===== src/rtl/io_intr_pkg.sv =====
// Shared definitions for the IO interrupt controller: FSM states, register map, reset values.
package io_intr_pkg;

    typedef enum logic [1:0] {
        IDLE     = 2'd0,
        ASSERT   = 2'd1,
        WAIT_REL = 2'd2
    } state_t;

    localparam logic       MASK_ADDR = 1'b0;
    localparam logic       CLR_ADDR  = 1'b1;
    localparam logic [7:0] MASK_RST  = 8'hFF;

endpackage


===== src/rtl/io_intr_prio_enc.sv =====
// Fixed-priority selector: any enabled fast bit [7:4] beats any normal bit [3:0];
// within a class the lowest index wins.
module io_intr_prio_enc (
    input  logic [7:0] pending,
    input  logic [7:0] mask,
    output logic       valid,
    output logic       fast,
    output logic [1:0] index
);

    logic [7:0] req;
    logic [3:0] grp;

    always_comb begin
        req   = pending & mask;
        valid = |req;
        fast  = |req[7:4];
        grp   = fast ? req[7:4] : req[3:0];
        index = '0;
        // Scan downward so the lowest set bit is written last.
        for (int unsigned i = 4; i > 0; i--) begin
            if (grp[i-1]) index = 2'(i - 1);
        end
    end

endmodule


===== src/rtl/io_intr_ctrl.sv =====
// IO interrupt controller: edge-detected pending bits, enable mask, IDLE/ASSERT/WAIT_REL handshake.
// Optional ASSERT watchdog enabled by defining IO_INTR_TIMEOUT_EN.
module io_intr_ctrl #(
    parameter int unsigned TIMEOUT = 255
) (
    input  logic        Clk,
    input  logic        Reset,
    input  logic [3:0]  irq_req,
    input  logic [3:0]  firq_req,
    input  logic        int_ack,
    input  logic        CS_,
    input  logic        WR_,
    input  logic        Addr,
    input  logic [31:0] Data,
    output logic        intr,
    output logic        fintr,
    output logic [1:0]  intr_num,
    output logic [7:0]  pending,
    output logic        timeout_err
);
    import io_intr_pkg::*;

    state_t     state;
    logic [7:0] mask;
    logic [7:0] req_prev;
    logic [7:0] sel;
    logic       ack_prev;
    logic [7:0] req_now;
    logic [7:0] rise;
    logic [7:0] clr;
    logic       ack_rise;
    logic       reg_wr;
    logic       tmo;
    logic       enc_valid;
    logic       enc_fast;
    logic [1:0] enc_index;
    logic [23:0] unused_data;

    assign req_now     = {firq_req, irq_req};
    assign rise        = req_now & ~req_prev;
    assign ack_rise    = int_ack & ~ack_prev;
    assign reg_wr      = !CS_ && !WR_;
    assign unused_data = Data[31:8];

    io_intr_prio_enc u_prio (
        .pending (pending),
        .mask    (mask),
        .valid   (enc_valid),
        .fast    (enc_fast),
        .index   (enc_index)
    );

    always_comb begin
        clr = '0;
        if (reg_wr && Addr == CLR_ADDR) clr = Data[7:0];
        if (state == ASSERT && (ack_rise || tmo)) clr = clr | sel;
    end

`ifdef IO_INTR_TIMEOUT_EN
    logic [31:0] tmo_cnt;
    logic        tmo_err;

    always_ff @(posedge Clk) begin
        if (Reset) begin
            tmo_cnt <= '0;
            tmo_err <= 1'b0;
        end else begin
            tmo_cnt <= (state == ASSERT && !tmo) ? tmo_cnt + 32'd1 : '0;
            if (tmo && !ack_rise) tmo_err <= 1'b1;
        end
    end

    assign tmo         = (state == ASSERT) && (tmo_cnt == TIMEOUT - 32'd1);
    assign timeout_err = tmo_err;
`else
    logic [31:0] unused_timeout;
    assign unused_timeout = TIMEOUT;
    assign tmo            = 1'b0;
    assign timeout_err    = 1'b0;
`endif

    // A new edge on a bit being cleared wins because rise is OR-ed after the clear.
    always_ff @(posedge Clk) begin
        if (Reset) begin
            state    <= IDLE;
            intr     <= 1'b0;
            fintr    <= 1'b0;
            intr_num <= '0;
            pending  <= '0;
            mask     <= MASK_RST;
            sel      <= '0;
            req_prev <= '0;
            ack_prev <= 1'b0;
        end else begin
            req_prev <= req_now;
            ack_prev <= int_ack;
            pending  <= (pending & ~clr) | rise;
            if (reg_wr && Addr == MASK_ADDR) mask <= Data[7:0];
            case (state)
                IDLE: begin
                    if (enc_valid) begin
                        state    <= ASSERT;
                        intr_num <= enc_index;
                        fintr    <= enc_fast;
                        intr     <= !enc_fast;
                        sel      <= 8'd1 << {enc_fast, enc_index};
                    end
                end
                ASSERT: begin
                    if (ack_rise) begin
                        intr  <= 1'b0;
                        fintr <= 1'b0;
                        state <= WAIT_REL;
                    end else if (tmo) begin
                        intr  <= 1'b0;
                        fintr <= 1'b0;
                        state <= IDLE;
                    end
                end
                WAIT_REL: begin
                    if (!int_ack) state <= IDLE;
                end
                default: state <= IDLE;
            endcase
        end
    end

endmodule


===== config.mk =====
export PLATFORM = sky130hd
export DESIGN_NAME = io_intr_ctrl
export DESIGN_NICKNAME = d
export VERILOG_FILES = /design/src/rtl/io_intr_pkg.sv /design/src/rtl/io_intr_prio_enc.sv /design/src/rtl/io_intr_ctrl.sv
export SDC_FILE = /design/constraint.sdc
export NUM_CORES = 1
export LEC_CHECK = 0
export BUFFER_PORTS_ARGS = -buffer_cell sky130_fd_sc_hd__buf_4
export CAP_MARGIN = 20
export CORE_MARGIN = 4
export CORE_UTILIZATION = 45
export CTS_BUF_LIST = sky130_fd_sc_hd__clkbuf_2
export DETAILED_ROUTE_END_ITERATION = 7
export MAX_ROUTING_LAYER = met4
export PLACE_DENSITY_LB_ADDON = 0.12
export REMOVE_ABC_BUFFERS = 1
export SLEW_MARGIN = 15
export SYNTH_ARGS = -nofsm -noshare
export SYNTH_HDL_FRONTEND = slang
export SYNTH_HIERARCHICAL = 1
export SYNTH_SLANG_ARGS = --single-unit

===== constraint.sdc =====
create_clock -name Clk -period 5.2 [get_ports Clk]
set_input_delay 0.26 -clock Clk [delete_from_list [all_inputs] [get_ports Clk]]
set_output_delay 0.26 -clock Clk [all_outputs]
set_load 0.01 [all_outputs]

==> impl_metrics.env <==
export IMPL_p_switching_uw=176
export IMPL_drive_above_1_share=0.228
export IMPL_worst_pin_slew_ps=968
export IMPL_worstSetupPathType="reg -> reg"
export IMPL_pwr_share_clk=0.215
export IMPL_rsz0062_at_grt="no"
export IMPL_grt_max_degree=40
export IMPL_placed_cell_area_sq_mm=0.00189
export IMPL_setup_tns_ps=0
export IMPL_netSwitchingFraction=0.297
export IMPL_die_area_sq_mm=0.00463
export IMPL_die_w_microns=68.1
export IMPL_maxSlewHeadroom=0.351
export IMPL_netlist_area_sq_mm=0.00162
export IMPL_crit_required_ps=5530
export IMPL_syn_instance_count=170
export IMPL_drtAntennaViolNets=0
export IMPL_clock_latency_ps=390
export IMPL_cts_buffers=5
export IMPL_startpoint_type="flop"
export IMPL_status="finished clean"
export IMPL_ys_ff_latch=39
export IMPL_ys_types=39
export IMPL_yosys_top_cells_area="dfxtp_1 (48%), nor2b_1 (10%), a211o_1 (4.3%)"
export IMPL_dieHeight_microns=68.1
export IMPL_clk_pin_slew_ps=190
export IMPL_hold_buffers=0
export IMPL_finalSetupViolCount=0
export IMPL_maxCapViolCount=0
export IMPL_cts_resized=0
export IMPL_fp_row_count=21
export IMPL_final_area_sq_mm=0.00193
export IMPL_synth_edff_count=0
export IMPL_ir_drop_mv=0.199
export IMPL_pwr_share_comb=0.211
export IMPL_place_hpwl_mm=2.60
export IMPL_synth_main_ff_cell="dfxtp_1"
export IMPL_remaining_drc_errors=0
export IMPL_tritoncts="done"
export IMPL_area_growth_pct=19.0
export IMPL_power_frac_seq=0.574
export IMPL_io_buffers=33
export IMPL_syn_avg_cell_area_sq_um=9.55
export IMPL_clock_path_buffers=2
export IMPL_track_usage=0.188
export IMPL_insertedDiodeCount=0
export IMPL_core_sq_mm=0.00342
export IMPL_drt_first_pass_iters=4
export IMPL_ys_seq_area_frac=0.481
export IMPL_synth_top_area_share=0.481
export IMPL_holdWs_ps=55.5
export IMPL_layout_min_cycle_time_ps=2310
export IMPL_finalMaxSlewViolations=0
export IMPL_yosysWarnings=6
export IMPL_gp_congestion=0.869
export IMPL_drt_iter0_drc=71
export IMPL_overflow=0
export IMPL_avgRoutedWirePerCell_microns=15.1
export IMPL_async_flop_share=0
export IMPL_fin_crit_sh=0.444
export IMPL_io_pins=59
export IMPL_synth_area_leader_cell="dfxtp_1"
export IMPL_start_util=0.475
export IMPL_nFillCells=316
export IMPL_clockRootBuffer="clkbuf_2"
export IMPL_powerDensity_mw_per_mm2=306
export IMPL_layout_cells_most_common_list="dfxtp_1 (39), buf_4 (34), nor2b_1 (26)"
export IMPL_htree_num_levels=2
export IMPL_hold_viol_final=0
export IMPL_end_kind="flop"
export IMPL_hp_class="in -> reg"
export IMPL_via_count=1361
export IMPL_final_common_cell="dfxtp_1"
export IMPL_grt_antenna_before_repair=0
export IMPL_cp_max_fo=14
export IMPL_cts_sinks=39
export IMPL_clock_skew_ps=14.3
export IMPL_nets=247
export IMPL_timing_fmax_ghz=0.433
export IMPL_avgViaCountPerCell=5.49
export IMPL_critPathArrivalTime_ps=2640
export IMPL_p_int_uw=416
export IMPL_cts_setup_buffers=0
export IMPL_grt_pass1_wl_mm=6.21
export IMPL_grt_pass1_vias=1355
export IMPL_power_leakage_uw=0.000764
export IMPL_drt_wl_total_mm=3.74
==> layout make-up <==
| type | instances | area (sq um) | share of cell area |
|---|---|---|---|
| Sequential cell | 39 | 781 | 0.404 |
| Multi-Input combinational cell | 113 | 769 | 0.399 |
| Timing Repair Buffer | 34 | 255 | 0.132 |
| Tap cell | 46 | 57.6 | 0.0298 |
| Clock buffer | 6 | 30.0 | 0.0156 |
| Inverter | 8 | 30.0 | 0.0156 |
| Clock inverter | 2 | 7.51 | 0.00389 |
==> path summary, 6_finish.rpt <==
check / from / to / slack, ps / depth (start not counted)
min reg2reg: sel[0] / sel[0] / 460 / 2
min: Data[1] / mask[1] / 60 / 2
max: pending[7] / sel[4] / 2890 / 6
max reg2reg: pending[7] / sel[4] / 2890 / 6
==> critical path, cell delays in order (launching register included) <==
cell and delay, ps:
dfxtp_1 430, a22oi_2 130, nand3_1 280, nand4bb_1 240, or3b_4 500, or4b_1 520
a21oi_1 140
==> power by group through the flow <==
stage / Clock [uW] / Combinational [uW] / Sequential, uW
6_report: 127 / 125 / 339
5_1_grt: 144 / 137 / 343
4_1_cts: 131 / 125 / 339
3_5_place_dp: 0 / 124 / 345
3_3_place_gp: 0 / 121 / 344
2_1_floorplan: 0 / 67.9 / 346
==> metal layers <==
metal  wire length (microns)  vias to the layer above  global-route usage
met5                       0                        -                   -
met4                      41                        0              0.0968
met3                     239                        4              0.0411
met2                    1800                       40               0.300
met1                    1660                      642               0.223
li1                        -                      675                   -
==> synthesized netlist by cell type, types with 2 or more instances <==
master and instances:
a211o_1 8, a21oi_1 11, a22o_1 8, a32oi_1 8, clkbuf_1 7, dfxtp_1 39
inv_1 8, nand2_1 18, nand3_1 2, nand3b_1 2, nand4b_1 3, nor2_1 2
nor2b_1 26, or4b_1 3
==> metrics by stage <==
stage,total power (uW),setup WS [ps],util,instances
after global routing,624,2730,0.565,248
after detailed placement,470,2940,0.554,240
after global placement,466,2970,0.554,240
after CTS,596,2890,0.565,248
after floorplan,414,3170,-,160
final,591,2890,0.565,248
==> flip-flops by register name (all words and copies together), names as in the netlist <==
signal    flops
state         2
intr          1
intr_num      2
fintr         1
pending       8
sel           8
ack_prev      1
mask          8
req_prev      8
==> cell families after synthesis <==
family,after synthesis,share of synthesized area
AND/OR/NAND/NOR,66,0.251
buffers and inverters,18,0.0447
flip-flops,39,0.481
other,1,0.00231
AO/OA/AOI/OAI,46,0.221
Power figures use the tool's default switching activity.
